==> src/rtl/sram_dp_init.sv <==
// Simple-dual-port SRAM with byte-enabled writes, a 1- or 2-cycle read pipeline,
// write-first collision bypass, address range checking and a sequential init sweep.
module sram_dp_init #(
    parameter int                ADDR_W   = 4,
    parameter int                DATA_W   = 8,
    parameter int                DEPTH    = 16,
    parameter int                RD_LAT   = 1,
    parameter logic [DATA_W-1:0] INIT_VAL = '0
) (
    input  logic                  clk,
    input  logic                  wrst_n,
    input  logic                  chip_en,
    input  logic                  clr_req,
    input  logic                  wr_en,
    input  logic [ADDR_W-1:0]     wr_addr,
    input  logic [DATA_W-1:0]     wr_data,
    input  logic [DATA_W/8-1:0]   wr_be,
    input  logic                  rd_en,
    input  logic [ADDR_W-1:0]     rd_addr,
    output logic [DATA_W-1:0]     rd_data,
    output logic                  rd_valid,
    output logic                  init_busy,
    output logic                  addr_err
);

    localparam int               BE_W      = DATA_W / 8;
    localparam logic [0:0]       ST_INIT   = 1'b0;
    localparam logic [0:0]       ST_READY  = 1'b1;
    localparam logic [ADDR_W:0]  DEPTH_EXT = (ADDR_W + 1)'(DEPTH);
    localparam logic [ADDR_W-1:0] LAST_ADDR = ADDR_W'(DEPTH - 1);

    logic [0:0]        r_state;
    logic [ADDR_W-1:0] r_cnt;
    logic [DATA_W-1:0] r_mem [DEPTH];

    logic [DATA_W-1:0] r_mem_q;
    logic [DATA_W-1:0] r_byp_data;
    logic [BE_W-1:0]   r_byp_be;
    logic              r_v1;
    logic              r_addr_err;

    logic              w_ready;
    logic              w_port_en;
    logic              w_wr_in_range;
    logic              w_rd_in_range;
    logic              w_wr_acc;
    logic              w_rd_acc;
    logic              w_addr_bad;
    logic              w_collide;
    logic [DATA_W-1:0] w_s1_data;

    assign w_ready       = (r_state == ST_READY);
    assign w_port_en     = w_ready & chip_en;
    assign w_wr_in_range = ({1'b0, wr_addr} < DEPTH_EXT);
    assign w_rd_in_range = ({1'b0, rd_addr} < DEPTH_EXT);
    // A clear request swallows a same-cycle write so the sweep starts from a clean slate.
    assign w_wr_acc      = w_port_en & wr_en & w_wr_in_range & ~clr_req;
    assign w_rd_acc      = w_port_en & rd_en & w_rd_in_range;
    assign w_addr_bad    = w_port_en & ((wr_en & ~w_wr_in_range) | (rd_en & ~w_rd_in_range));
    assign w_collide     = w_wr_acc & w_rd_acc & (wr_addr == rd_addr);

    always_ff @(posedge clk) begin
        if (!wrst_n) begin
            r_state <= ST_INIT;
            r_cnt   <= '0;
        end else begin
            case (r_state)
                ST_INIT: begin
                    if (r_cnt == LAST_ADDR) begin
                        r_state <= ST_READY;
                        r_cnt   <= '0;
                    end else begin
                        r_cnt <= r_cnt + 1'b1;
                    end
                end
                ST_READY: begin
                    if (clr_req) begin
                        r_state <= ST_INIT;
                        r_cnt   <= '0;
                    end
                end
                default: begin
                    r_state <= ST_INIT;
                    r_cnt   <= '0;
                end
            endcase
        end
    end

    // Storage has no reset; the sweep is what gives it a defined content.
    always_ff @(posedge clk) begin
        if (r_state == ST_INIT) begin
            r_mem[r_cnt] <= INIT_VAL;
        end else if (w_wr_acc) begin
            for (int b = 0; b < BE_W; b++) begin
                if (wr_be[b]) begin
                    r_mem[wr_addr][8*b +: 8] <= wr_data[8*b +: 8];
                end
            end
        end
    end

    // Stage 1 keeps the raw array word plus the colliding write lanes; merged below.
    always_ff @(posedge clk) begin
        if (!wrst_n) begin
            r_v1       <= 1'b0;
            r_mem_q    <= '0;
            r_byp_data <= '0;
            r_byp_be   <= '0;
        end else begin
            r_v1 <= w_rd_acc;
            if (w_rd_acc) begin
                r_mem_q    <= r_mem[rd_addr];
                r_byp_data <= wr_data;
                r_byp_be   <= w_collide ? wr_be : '0;
            end
        end
    end

    genvar gi;
    generate
        for (gi = 0; gi < BE_W; gi++) begin : g_lane
            assign w_s1_data[8*gi +: 8] = r_byp_be[gi] ? r_byp_data[8*gi +: 8]
                                                       : r_mem_q[8*gi +: 8];
        end
    endgenerate

    generate
        if (RD_LAT == 2) begin : g_lat2
            logic [DATA_W-1:0] r_rd_data2;
            logic              r_v2;

            always_ff @(posedge clk) begin
                if (!wrst_n) begin
                    r_v2       <= 1'b0;
                    r_rd_data2 <= '0;
                end else begin
                    r_v2 <= r_v1;
                    if (r_v1) begin
                        r_rd_data2 <= w_s1_data;
                    end
                end
            end

            assign rd_data  = r_rd_data2;
            assign rd_valid = r_v2;
        end else begin : g_lat1
            // Stage-1 registers only load on an accepted read, so the output holds.
            assign rd_data  = w_s1_data;
            assign rd_valid = r_v1;
        end
    endgenerate

    always_ff @(posedge clk) begin
        if (!wrst_n) begin
            r_addr_err <= 1'b0;
        end else begin
            r_addr_err <= w_addr_bad;
        end
    end

    assign addr_err  = r_addr_err;
    assign init_busy = (r_state == ST_INIT);

endmodule

==> config.mk <==
export PLATFORM = sky130hd
export DESIGN_NAME = sram_dp_init
export DESIGN_NICKNAME = d
export VERILOG_FILES = /design/src/rtl/sram_dp_init.sv
export SDC_FILE = /design/constraint.sdc
export NUM_CORES = 1
export LEC_CHECK = 0
export BUFFER_PORTS_ARGS = -buffer_cell sky130_fd_sc_hd__buf_4
export CAP_MARGIN = 20
export CORE_ASPECT_RATIO = 0.75
export CORE_MARGIN = 2
export CORE_UTILIZATION = 58
export DETAILED_ROUTE_END_ITERATION = 10
export PLACE_DENSITY = 0.82
export SKIP_LAST_GASP = 1
export SLEW_MARGIN = 10
export SYNTH_ARGS = -nofsm -noshare
export SYNTH_HDL_FRONTEND = slang
export SYNTH_SLANG_ARGS = --single-unit
==> constraint.sdc <==
create_clock -name clk -period 2.31 [get_ports clk]
set_input_delay 0.3465 -clock clk [delete_from_list [all_inputs] [get_ports clk]]
set_output_delay 0.3465 -clock clk [all_outputs]
set_load 0.01 [all_outputs]
==> qor.yml, run 1 <==
core_sq_um: 10300
max_freq_mhz: 477
place.gp.congestion: 0.864
grt_overflow_total: 0
start_util: 0.601
syn_inst: 352
routed_wl_microns: 13300
min_period_ns: 2.10
design_area_sq_um: 7300
peakVddDrop_mv: 0.733
timing.rr.start: "r_state$_SDFF_PN0_"
drc: 0
die_y_microns: 93.6
register_area_sq_um: 4300
fin_crit_sh: 0.908
layout_commonest_cell: "edfxtp_1"
synth-async-reset-ratio: 0
drv_cap: 0
hold_violations: 0
drtAntennaViolNets: 0
cp-end-kind: "flip-flop"
insertion_delay_ns: 0.42
via_per_inst: 6.20
fin_skew_ns: 0.00783
synth_seq_area_share: 0.694
ios: 34
cts_max_level: 4
dieArea_sq_um: 11600
layout_common_cells: "128 x edfxtp_1, 57 x buf_4, 23 x nor2_1, 23 x dfxtp_1, 22 x nand2_1"
drv_slew: 0
vias: 3458
avgSynthCellArea_sq_um: 17.6
synth_edf_count: 128
critical_path.endpoint: "r_mem[11][2]$_DFFE_PP_"
num-nets-final: 433
slowest_stage: "nor3_4"
wl_per_cell_microns: 23.8
synth.net_count: 376
cp_top_family: "simple AND/OR/NAND/NOR gates"
wl_met3_microns: 995
dp_hpwl_microns: 8650
setup-tns-final_ns: 0
dr_wl_met2_microns: 6060
first_iter_violations: 423
power_leakage_nw: 2.33
worstSetupStartpoint: "r_state$_SDFF_PN0_"
synth_cell_type_count: 37
grt_pass1_wl_microns: 20400
ys.flop_type: "edfxtp_1"
crit_arrival_ns: 2.23
synth-warning-count: 0
grt_start_max_net_pins: 34
antenna_cells: 0
worst_setup_path_start_kind: "flip-flop"
multi_input_area_sq_um: 1760
worst_slew_margin_rel: 0.457
setup_viol: 0
fillers: 638
hold_class: "input pin to flip-flop"
area_growth_pct: 17.7
cts_tree: "built"
syn-cell-area_sq_um: 6200
port_buffers: 32
drive_gt1_frac: 0.268
grt_pass1_vias: 3413
crit_buf_inv: 2
clock_path_buffers: 2
rows: 32
cts_setup_buffers: 0
met1_length_microns: 6110
highest_layer: "met4"
powerDensity_nw_per_um2: 842
die_w_microns: 123
outcome: "completed"
root_buffer: "clkbuf_16"
cts_hold_buf: 0
placed_area_sq_um: 6680
path_depth: 6
worstPathRequired_ns: 2.44
cts_sinks: 151
track_usage: 0.255
r2r_end: "r_mem[11][2]$_DFFE_PP_"
postCtsResizedCells: 0
cpMostUsedCell: "buf_4"
critPathKind: "flip-flop to flip-flop"
grt_antenna_before_repair: 0
regToRegSetupSlack_ns: 0.21
cts_inserted_buffers: 17
r2r_cells: 6
crit_path_max_incr_delay_ns: 0.40
clk_pin_slew_worst_paths_ns: 0.06
crit_chain: "nand2_2 > nor3_4 > buf_4 > mux2_2 > nor2_1 > buf_4"
first_pass_iters: 7
rsz0062_at_grt: "false"
synth_seq_cells: 151
worst_pin_slew_ns: 0.811
worstPathMaxFanout: 8
## worst reg2reg max path: cells and delay by family, from the launching register on
kind,cells,cell delay [ns]
AND/OR/NAND/NOR,3,0.70
flip-flops,1,0.34
buffers and inverters,2,0.41
multiplexers,1,0.36
## metrics by stage
step | utilization | power, mW | setup slack, ns | cells | hold slack (ns)
floorplan | - | 3.22 | 0.332 | 352 | 0.440
global placement | 0.646 | 3.31 | 0.202 | 526 | 0.445
detailed placement | 0.646 | 3.32 | 0.133 | 526 | 0.458
CTS | 0.707 | 6.19 | 0.233 | 558 | 0.179
global route | 0.707 | 6.31 | 0.114 | 558 | 0.194
finish | 0.707 | 6.15 | 0.212 | 558 | 0.192
## cells by family after synthesis
kind of cell / Yosys count / share of synthesized area
other: 1 / 0.000604
adder cells (fa/ha/maj): 1 / 0.00202
XOR/XNOR: 4 / 0.00565
flip-flops: 151 / 0.694
multiplexers: 60 / 0.174
AO/OA/AOI/OAI: 33 / 0.0397
buffers and inverters: 23 / 0.0230
AND/OR/NAND/NOR: 79 / 0.0613
## registers in the layout, summed over array words and instances, names as in the netlist
name,flops
r_state,1
r_mem,128
rd_valid,1
r_byp_be,1
r_cnt,4
r_mem_q,8
r_byp_data,8
## how the worst min path moves through the flow
stage / slack [ns] / startpoint / to / depth (start not counted)
after floorplan: 0.44 / r_byp_data[0]$_SDFFE_PN0N_ / r_byp_data[0]$_SDFFE_PN0N_ / 2
after global placement: 0.45 / r_byp_data[1]$_SDFFE_PN0N_ / r_byp_data[1]$_SDFFE_PN0N_ / 2
after detailed placement: 0.46 / r_byp_data[4]$_SDFFE_PN0N_ / r_byp_data[4]$_SDFFE_PN0N_ / 2
after CTS: 0.18 / wr_data[3] / r_byp_data[3]$_SDFFE_PN0N_ / 3
after global routing: 0.19 / wr_data[0] / r_byp_data[0]$_SDFFE_PN0N_ / 3
final: 0.19 / wr_data[0] / r_byp_data[0]$_SDFFE_PN0N_ / 3
## routing by layer
metal | global-route usage | up-vias
li1 | - | 1512
met1 | 0.384 | 1764
met2 | 0.378 | 168
met3 | 0.0646 | 14
met4 | 0.0644 | 0
met5 | 0 | -
## cells in the mapped netlist, types with 2 or more instances
| cell | n | share of area |
|---|---|---|
| a21boi_0 | 10 | 0.012 |
| a21oi_1 | 3 | 0.0024 |
| a221oi_1 | 2 | 0.0028 |
| a32oi_1 | 4 | 0.0056 |
| and2_1 | 11 | 0.011 |
| buf_2 | 5 | 0.0040 |
| buf_4 | 3 | 0.0036 |
| buf_6 | 2 | 0.0036 |
| buf_8 | 2 | 0.0048 |
| clkbuf_1 | 6 | 0.0036 |
| dfxtp_1 | 23 | 0.074 |
| edfxtp_1 | 128 | 0.62 |
| inv_1 | 4 | 0.0024 |
| mux2_2 | 9 | 0.016 |
| mux2i_1 | 19 | 0.031 |
| mux4_1 | 18 | 0.076 |
| mux4_2 | 14 | 0.051 |
| nand2_1 | 22 | 0.013 |
| nand3_1 | 10 | 0.0081 |
| nor2_1 | 23 | 0.014 |
| nor2b_1 | 7 | 0.0071 |
| o21ai_0 | 4 | 0.0032 |
| o221ai_1 | 6 | 0.0085 |
| xor2_1 | 4 | 0.0056 |
## layout make-up
| class | count | area share |
|---|---|---|
| Tap cell | 136 | 0.0233 |
| Clock inverter | 15 | 0.0276 |
| Inverter | 4 | 0.00206 |
| Multi-Input combinational cell | 178 | 0.241 |
| Timing Repair Buffer | 57 | 0.0586 |
| Sequential cell | 151 | 0.589 |
| Clock buffer | 17 | 0.0583 |
## report_power, final
| group | internal (mW) | leakage, nW | switching, mW |
|---|---|---|---|
| Clock | 1.81 | 0.301 | 1.07 |
| Combinational | 0.117 | 0.858 | 0.144 |
| Sequential | 2.98 | 1.17 | 0.0225 |
Note: power is estimated with default switching activity, not from simulation.
==> run 2: changes to the inputs <==
- MAX_ROUTING_LAYER: unset -> met4
==> qor.yml, run 2 (synthesis results as in run 1) <==
outcome: "completed"  # unchanged
crit_path_max_incr_delay_ns: 0.39  # was 0.40 ns
cts_tree: "built"  # unchanged
setup-tns-final_ns: 0  # unchanged
die_w_microns: 123  # unchanged
swShare: 0.200  # was 0.202
insertion_delay_ns: 0.42  # about the same
p_total_mw: 6.14  # was 6.15 mW
worstHoldStart: "wr_data[0]"  # unchanged
port_buffers: 32  # unchanged
fin_util: 0.707  # unchanged
hold_class: "input pin to flip-flop"  # unchanged
start_util: 0.601  # unchanged
wl_per_cell_microns: 23.7  # was 23.8 microns
intPower_mw: 4.91  # about the same
slowest_stage: "nor3_4"  # unchanged
root_buffer: "clkbuf_16"  # unchanged
powerDensity_nw_per_um2: 841  # was 842 nW/um^2
regToRegSetupSlack_ns: 0.22  # was 0.21 ns
via_per_inst: 6.09  # was 6.20
track_usage: 0.261  # was 0.255
setup_viol: 0  # unchanged
min_period_ns: 2.09  # was 2.10 ns
vias: 3398  # was 3458
path_depth: 6  # unchanged
finalHoldWorstSlack_ns: 0.194  # was 0.192 ns
cp-end-kind: "flip-flop"  # unchanged
cts_hold_buf: 0  # unchanged
grt_antenna_before_repair: 0  # unchanged
worstPathMaxFanout: 8  # unchanged
dp_hpwl_microns: 8650  # unchanged
dieArea_sq_um: 11600  # unchanged
p_clk_frac: 0.468  # was 0.469
pre_cts_ws_ns: 0.133  # unchanged
r2r_end: "r_mem[11][4]$_DFFE_PP_"  # was r_mem[11][2]$_DFFE_PP_
rsz0062_at_grt: "false"  # unchanged
worstPathRequired_ns: 2.44  # about the same
fin_crit_sh: 0.905  # was 0.908
largest_register_ffs: 128  # unchanged
top_register: "r_mem"  # unchanged
worst_slew_margin_rel: 0.454  # was 0.457
critPathKind: "flip-flop to flip-flop"  # unchanged
stdcell_count: 558  # unchanged
dr_wl_met2_microns: 6070  # was 6060 microns
clock_path_buffers: 2  # unchanged
num-nets-final: 433  # unchanged
power_leakage_nw: 2.33  # unchanged
seqPwrFrac: 0.489  # about the same
cts_setup_buffers: 0  # unchanged
fin_skew_ns: 0.00789  # was 0.00783 ns
crit_buf_inv: 2  # unchanged
worst_pin_slew_ns: 0.815  # was 0.811 ns
hold_depth: 3  # unchanged
place.gp.congestion: 0.878  # was 0.864
placed_area_sq_um: 6680  # unchanged
highest_layer: "met4"  # unchanged
core_sq_um: 10300  # unchanged
grt_start_max_net_pins: 34  # unchanged
rows: 32  # unchanged
drtAntennaViolNets: 0  # unchanged
grt_overflow_total: 0  # unchanged
crit_arrival_ns: 2.22  # was 2.23 ns
met1_length_microns: 6060  # was 6110 microns
drv_cap: 0  # unchanged
max_freq_mhz: 479  # was 477 MHz
ios: 34  # unchanged
fin_ws_ns: 0.220  # was 0.212 ns
grt_pass1_wl_microns: 20400  # unchanged
peakVddDrop_mv: 0.732  # was 0.733 mV
drv_slew: 0  # unchanged
p_comb_frac: 0.042  # about the same
antenna_cells: 0  # unchanged
design_area_sq_um: 7300  # unchanged
cts_sinks: 151  # unchanged
hold_end: "r_byp_data[0]$_SDFFE_PN0N_"  # unchanged
layout_commonest_cell: "edfxtp_1"  # unchanged
first_pass_iters: 5  # was 7
cts_inserted_buffers: 17  # unchanged
top_regs: "r_mem: 128 flops, r_byp_data: 8 flops, r_mem_q: 8 flops"  # unchanged
first_iter_violations: 371  # was 423
netSwitchingPower_mw: 1.23  # was 1.24 mW
die_y_microns: 93.6  # unchanged
grt_pass1_vias: 3405  # was 3413
drc: 0  # unchanged
wl_met3_microns: 990  # was 995 microns
cp_top_family: "simple AND/OR/NAND/NOR gates"  # unchanged
cts_max_level: 4  # unchanged
area_growth_pct: 17.7  # unchanged
clk_pin_slew_worst_paths_ns: 0.06  # about the same
drive_gt1_frac: 0.268  # unchanged
dp_cells: 526  # unchanged
layout_common_cells: "128 x edfxtp_1, 57 x buf_4, 23 x nor2_1, 23 x dfxtp_1, 22 x nand2_1"  # unchanged
r2r_cells: 6  # unchanged
timing.rr.start: "r_state$_SDFF_PN0_"  # unchanged
routed_wl_microns: 13200  # was 13300 microns
postCtsResizedCells: 0  # unchanged
cpMostUsedCell: "buf_4"  # unchanged
hold_violations: 0  # unchanged
worst_setup_path_start_kind: "flip-flop"  # unchanged
crit_chain: "nand2_2 > nor3_4 > buf_4 > mux2_2 > nor2_1 > buf_4"  # unchanged
-- run 2: cell counts in the layout (fill, tap and decap cells not counted) --
No cell type changed its count.
-- run 2: cell type report --
| cell class | count | area, sq um |
|---|---|---|
| sequential | 151 | 4300 |
| fill | 638 | 3030 |
| multi-input combinational | 178 | 1760 |
| timing repair buffer | 57 | 428 |
| clock buffer | 17 | 425 |
| clock inverter | 15 | 201 |
| tap | 136 | 170 |
| inverter | 4 | 15.0 |
-- run 2: power by group through the flow --
stage	registers [mW]	clock network [mW]	logic (mW)
detailed placement	3.06	0	0.259
global route	3.01	3.02	0.279
global placement	3.06	0	0.250
CTS	3.00	2.92	0.261
finish	3.01	2.87	0.261
floorplan	3.05	0	0.171
-- run 2: worst min-delay path, stage by stage --
cell and delay [ns]:
buf_4 0.11, nand2_1 0.05, a21boi_0 0.06
-- run 2: how the worst max path moves through the flow --
stage	startpoint	end	slack [ns]
final	r_state$_SDFF_PN0_	r_mem[11][4]$_DFFE_PP_	0.22
after global routing	r_state$_SDFF_PN0_	r_mem[4][7]$_DFFE_PP_	0.11
after CTS	r_state$_SDFF_PN0_	r_mem[11][2]$_DFFE_PP_	0.23
after detailed placement	chip_en	r_mem[11][4]$_DFFE_PP_	0.13
after global placement	chip_en	r_mem[11][4]$_DFFE_PP_	0.20
after floorplan	r_state$_SDFF_PN0_	r_mem[11][0]$_DFFE_PP_	0.33
-- run 2: layer usage --
| metal | GRT usage | vias up |
|---|---|---|
| met5 | - | - |
| met4 | 0.0530 | 0 |
| met3 | 0.0695 | 17 |
| met2 | 0.380 | 151 |
| met1 | 0.381 | 1716 |
| li1 | - | 1514 |
